--- src/rtl/lcd_pkg.sv ---
// Shared types and constants for the HD44780-style LCD bus driver.
// Bit positions of the fields in the LSU LCD register word.
package lcd_pkg;

    typedef enum logic [2:0] {
        IDLE,
        SETUP,
        PULSE,
        HOLD,
        WAIT
    } lcd_state_e;

    localparam int LCD_DATA_LSB = 0;
    localparam int LCD_RS_BIT   = 8;
    localparam int LCD_RW_BIT   = 9;
    localparam int LCD_GO_BIT   = 10;
    localparam int LCD_ON_BIT   = 31;

endpackage

--- src/rtl/lcd_cycle_timer.sv ---
// Load-and-count-down timer used to time each LCD bus phase.
// o_done is high while the count is zero.
module lcd_cycle_timer #(
    parameter int CNT_W = 16
) (
    input  logic             i_clk,
    input  logic             i_rst,
    input  logic             i_load,
    input  logic [CNT_W-1:0] i_value,
    output logic             o_done
);

    logic [CNT_W-1:0] cnt_q;

    // Load on phase entry, otherwise count down and stick at zero.
    always_ff @(posedge i_clk or posedge i_rst) begin
        if (i_rst) begin
            cnt_q <= '0;
        end else if (i_load) begin
            cnt_q <= i_value;
        end else if (cnt_q != '0) begin
            cnt_q <= cnt_q - 1'b1;
        end
    end

    assign o_done = (cnt_q == '0);

endmodule

--- src/rtl/lcd_driver.sv ---
// Turns the LSU LCD register word into HD44780 bus cycles.
// Define LCD_4BIT_EN for the 4-bit (two-nibble) panel interface.
import lcd_pkg::*;

module lcd_driver #(
    parameter int SETUP_CYC = 4,
    parameter int PULSE_CYC = 25,
    parameter int HOLD_CYC  = 4,
    parameter int WAIT_CYC  = 2000,
    parameter int CNT_W     = 16
) (
    input  logic        i_clk,
    input  logic        i_rst,
    input  logic [31:0] i_lcd_word,
    input  logic [7:0]  i_lcd_data,
    output logic [7:0]  o_lcd_data,
    output logic        o_lcd_data_oe,
    output logic        o_lcd_rs,
    output logic        o_lcd_rw,
    output logic        o_lcd_en,
    output logic        o_lcd_on,
    output logic        o_busy,
    output logic [7:0]  o_rd_data
);

    localparam logic [CNT_W-1:0] SETUP_LD = CNT_W'(SETUP_CYC - 1);
    localparam logic [CNT_W-1:0] PULSE_LD = CNT_W'(PULSE_CYC - 1);
    localparam logic [CNT_W-1:0] HOLD_LD  = CNT_W'(HOLD_CYC - 1);
    localparam logic [CNT_W-1:0] WAIT_LD  =
        (WAIT_CYC == 0) ? '0 : CNT_W'(WAIT_CYC - 1);

    lcd_state_e       state_q, state_d;
    logic             go_q, on_q;
    logic [7:0]       data_q, rd_q;
    logic             rs_q, rw_q, oe_q, en_q, busy_q;
    logic             start, last_nib;
    logic             tmr_load, tmr_done;
    logic [CNT_W-1:0] tmr_value;
    logic [7:0]       rd_d;
    logic             unused_bits;

    assign start = i_lcd_word[LCD_GO_BIT] & ~go_q
                 & i_lcd_word[LCD_ON_BIT] & (state_q == IDLE);

`ifdef LCD_4BIT_EN
    logic phase_q;

    // Nibble phase: 0 = high nibble, 1 = low nibble.
    always_ff @(posedge i_clk or posedge i_rst) begin
        if (i_rst) begin
            phase_q <= 1'b0;
        end else if (start) begin
            phase_q <= 1'b0;
        end else if (state_q == HOLD && tmr_done) begin
            phase_q <= 1'b1;
        end
    end

    assign last_nib = phase_q;
    assign rd_d = phase_q ? {rd_q[7:4], i_lcd_data[7:4]}
                          : {i_lcd_data[7:4], rd_q[3:0]};
    assign o_lcd_data = phase_q ? {data_q[3:0], 4'b0000}
                                : {data_q[7:4], 4'b0000};
    assign unused_bits = ^{i_lcd_word[30:11], i_lcd_data[3:0]};
`else
    assign last_nib = 1'b1;
    assign rd_d = i_lcd_data;
    assign o_lcd_data = data_q;
    assign unused_bits = ^i_lcd_word[30:11];
`endif

    // Next-state and phase-timer reload selection.
    always_comb begin
        state_d   = state_q;
        tmr_value = '0;
        unique case (state_q)
            IDLE:  if (start) state_d = SETUP;
            SETUP: if (tmr_done) state_d = PULSE;
            PULSE: if (tmr_done) state_d = HOLD;
            HOLD: begin
                if (tmr_done) begin
                    if (!last_nib) state_d = SETUP;
                    else if (WAIT_CYC == 0) state_d = IDLE;
                    else state_d = WAIT;
                end
            end
            WAIT:  if (tmr_done) state_d = IDLE;
            default: state_d = IDLE;
        endcase
        unique case (state_d)
            SETUP:   tmr_value = SETUP_LD;
            PULSE:   tmr_value = PULSE_LD;
            HOLD:    tmr_value = HOLD_LD;
            WAIT:    tmr_value = WAIT_LD;
            default: tmr_value = '0;
        endcase
    end

    assign tmr_load = (state_d != state_q);

    lcd_cycle_timer #(
        .CNT_W (CNT_W)
    ) u_timer (
        .i_clk   (i_clk),
        .i_rst   (i_rst),
        .i_load  (tmr_load),
        .i_value (tmr_value),
        .o_done  (tmr_done)
    );

    // State, latched bus fields, registered strobes and read capture.
    always_ff @(posedge i_clk or posedge i_rst) begin
        if (i_rst) begin
            state_q <= IDLE;
            go_q    <= 1'b0;
            on_q    <= 1'b0;
            data_q  <= '0;
            rs_q    <= 1'b0;
            rw_q    <= 1'b0;
            oe_q    <= 1'b0;
            en_q    <= 1'b0;
            busy_q  <= 1'b0;
            rd_q    <= '0;
        end else begin
            state_q <= state_d;
            go_q    <= i_lcd_word[LCD_GO_BIT];
            on_q    <= i_lcd_word[LCD_ON_BIT];
            en_q    <= (state_d == PULSE);
            busy_q  <= (state_d != IDLE);
            if (start) begin
                data_q <= i_lcd_word[LCD_DATA_LSB +: 8];
                rs_q   <= i_lcd_word[LCD_RS_BIT];
                rw_q   <= i_lcd_word[LCD_RW_BIT];
                oe_q   <= ~i_lcd_word[LCD_RW_BIT];
            end else if (state_d == WAIT || state_d == IDLE) begin
                oe_q   <= 1'b0;
            end
            if (state_q == PULSE && tmr_done && rw_q) begin
                rd_q <= rd_d;
            end
        end
    end

    assign o_lcd_data_oe = oe_q;
    assign o_lcd_rs      = rs_q;
    assign o_lcd_rw      = rw_q;
    assign o_lcd_en      = en_q;
    assign o_lcd_on      = on_q;
    assign o_busy        = busy_q;
    assign o_rd_data     = rd_q;

endmodule

--- config.mk ---
export PLATFORM = sky130hd
export DESIGN_NAME = lcd_driver
export DESIGN_NICKNAME = d
export VERILOG_FILES = /design/src/rtl/lcd_pkg.sv /design/src/rtl/lcd_cycle_timer.sv /design/src/rtl/lcd_driver.sv
export SDC_FILE = /design/constraint.sdc
export NUM_CORES = 1
export LEC_CHECK = 0
export CORE_ASPECT_RATIO = 0.75
export CORE_MARGIN = 5
export CORE_UTILIZATION = 46
export DETAILED_ROUTE_END_ITERATION = 7
export PLACE_DENSITY = 0.91
export SLEW_MARGIN = 40
export SYNTH_ARGS = -nofsm -noshare
export SYNTH_HDL_FRONTEND = slang
export SYNTH_SLANG_ARGS = --single-unit
export TNS_END_PERCENT = 20
--- constraint.sdc ---
create_clock -name i_clk -period 2.2 [get_ports i_clk]
set_clock_uncertainty 0.1 [all_clocks]
set_input_delay 0.33 -clock i_clk [delete_from_list [all_inputs] [get_ports i_clk]]
set_output_delay 0.33 -clock i_clk [all_outputs]
set_load 0.01 [all_outputs]
==> metrics.txt <==
LEAKAGE=1.253 nW; switching pwr=0.0003083 W; fin nets=300; Clk pwr share=0.408; Seq. cell area=1051 um^2; Reg clk slew, reported paths=0.08 ns; Distinct cells, synth=49; status=finished, final reports clean; # setup viols final=0; Cell Pwr Density=556.2 nW/um^2; Longest Clk Path Bufs=2; Routed wire per std cell=15.02 um; share of cells above drive strength 1=0.1758; Starting Density=0.4679; row cnt=21; internal power=0.001218 W; FF+latch count, synth=42; Hold Vio Cnt, Final=0; yosys warns=0; # hold bufs at CTS=0; first-pass GRT wire length=7769 um; clock root cell=clkbuf_8; fillcell total=360; Diodes inserted=0; Fmax achieved=482.9 MHz; GRT Total Usage=0.1723; post-synthesis sequential area ratio=0.5119; antenna viol nets, final=0; crit path capture type=register; DRC viols=0; Critical Path RT=2.34 ns; CP Max Fanout=6; fin crit share=0.9412; CTS tree=built; Gate power share=0.071; switching share of power=0.2020; H-tree depth=2; Slew @ Worst Pin=0.5312 ns; gpl congestion=0.8374; via-per-instance ratio=5.275; antenna violations before repair=0; drt first pass iters=4; relative slew slack=0.6458; met2 Use GR=0.2661; most used routing layer=met2; Post-synth top cells=dfrtp_1, nand2_1, nor2_1; peak supply drop=0.0004121 V; fin util=0.6253; largest net degree at the start of global routing=43; HPWL after DPL=3316 um; number of buffers created by CTS=5; CTS sink cnt=42; Worst Hold Class=in2async; vias in the first global route=1621; GR Util met1=0.2314; startpoint types=register; die width=87.15 um; die height=67.86 um; syn_nets=246; Syn Inst Count=202; Setup CP Type=reg2reg; share of flip-flops with an asynchronous set or reset=1.000; Yosys top cell area share=0.5119; Final Power=0.001526 W; Area Overhead vs Synth=33.64%; num ports=64; Fin Hold WS=0.3660 ns; GRT met3 Usage=0.04813; reg-to-reg slack, setup=0.13 ns; grt total ovfl=0; sequential share of power=0.522; core box area=4388 um^2; cell accounting for the most synthesized area=dfrtp_1; Slew Viols, Final=0; number of synthesized flops with an enable pin=0; final setup margin=0.1293 ns; most common cell in the netlist=dfrtp_1; number of DRC markers in iteration 0=123; synthesized cell area=2053 um^2; worst-skew pair later-pin latency=0.29 ns; R2R depth=7; routed vias=1651; top_reg_cell synth=dfrtp_1; Critical Path AT=2.21 ns; Avg Cell Area, Syn=10.16 um^2; area of the multi-input gates=954.7 um^2; Max Cap Viol=0; PortBufs=43; Area contributors post-synth=dfrtp_1, nand2_1, xor2_1; die area=5914 um^2; Post-Place Setup Slack=0.04243 ns; Routed Wire Length=4700 um; min cycle time layout=2.071 ns
registers in the layout, summed over array words and instances, names as in the netlist:
| name | cells |
|---|---|
| o_busy | 1 |
| o_lcd_data | 8 |
| o_lcd_rw | 1 |
| o_lcd_rs | 1 |
| o_lcd_data_oe | 1 |
| state_q | 3 |
| u_timer.cnt_q | 16 |
| o_lcd_on | 1 |
| o_lcd_en | 1 |
| o_rd_data | 8 |
| go_q | 1 |
worst max-delay path, cell delays in order (launching register included):
cell and delay [ns]:
dfrtp_1 0.40, inv_1 0.10, ha_1 0.16, nor4b_4 0.25
and4_2 0.37, nand3_2 0.17, nor2_1 0.28, o21a_1 0.18
per-stage QoR:
stage / area, um^2 / TNS [ns] / cells
finish: 2744 / 0 / 313
global route: 2744 / -0.003138 / 313
CTS: 2729 / 0 / 313
floorplan: 2053 / 0 / 202
detailed placement: 2616 / 0 / 306
global placement: 2616 / 0 / 306
layout by cell type, fill, tap and decap left out, types with 3 or more instances in the layout:
| master | instances |
|---|---|
| a21oi_1 | 4 |
| a22oi_1 | 3 |
| buf_4 | 15 |
| clkbuf_8 | 6 |
| clkdlybuf4s50_1 | 43 |
| dfrtp_1 | 42 |
| inv_1 | 3 |
| mux2_2 | 7 |
| nand2_1 | 40 |
| nand3_1 | 5 |
| nand4_1 | 4 |
| nor2_1 | 18 |
| nor3_1 | 4 |
| o21a_1 | 3 |
| o21ai_0 | 3 |
| xnor2_1 | 4 |
| xor2_1 | 10 |
path summary, 6_finish.rpt:
| kind | from | to |
|---|---|---|
| setup / recovery | u_timer.cnt_q[1]$_DFFE_PP0P_ | u_timer.cnt_q[10]$_DFFE_PP0P_ |
| hold / removal | i_rst | u_timer.cnt_q[14]$_DFFE_PP0P_ |
| setup reg to reg | u_timer.cnt_q[1]$_DFFE_PP0P_ | u_timer.cnt_q[10]$_DFFE_PP0P_ |
| hold reg to reg | o_lcd_rs$_DFFE_PP0P_ | o_lcd_rs$_DFFE_PP0P_ |
| max in group asynchronous | i_rst | u_timer.cnt_q[10]$_DFFE_PP0P_ |
| min in group i_clk | o_lcd_rs$_DFFE_PP0P_ | o_lcd_rs$_DFFE_PP0P_ |
kinds of logic (layout without fill, tap and decap cells):
| logic type | count (synthesis) | after routing | share of synthesized area |
|---|---|---|---|
| buffers and inverters | 14 | 68 | 0.03047 |
| AND/OR/NAND/NOR | 96 | 96 | 0.2517 |
| AO/OA/AOI/OAI | 24 | 24 | 0.07983 |
| multiplexers | 10 | 10 | 0.05424 |
| XOR/XNOR | 14 | 14 | 0.05972 |
| flip-flops | 42 | 42 | 0.5119 |
| adder cells (fa/ha/maj) | 2 | 2 | 0.01219 |
area by class of cell:
cell class,count,area share
sequential,42,0.3830
multi-input combinational,146,0.3479
timing repair buffer,58,0.1979
clock buffer,6,0.03010
tap,57,0.02599
clock inverter,1,0.01094
inverter,3,0.004104
power groups by stage:
stage	Sequential [W]	Clock, W	Combinational [W]
final	0.000796	0.000622	0.000108
after global routing	0.000798	0.000675	0.000118
after global placement	0.000810	0	0.000107
after floorplan	0.000818	0	0.0000234
after CTS	0.000797	0.000630	0.000110
after detailed placement	0.000812	0	0.000109
layer usage:
metal  up-vias  share of wire
met1       790           0.45
met4         0          0.013
met2        50           0.47
li1        804              -
met5         -              0
met3         7          0.065
what timing repair did:
item                       CTS  global route
setup buffers                0             0
setup endpoints to repair    0            15
gates resized for setup      0             4
Power figures use the tool's default switching activity.
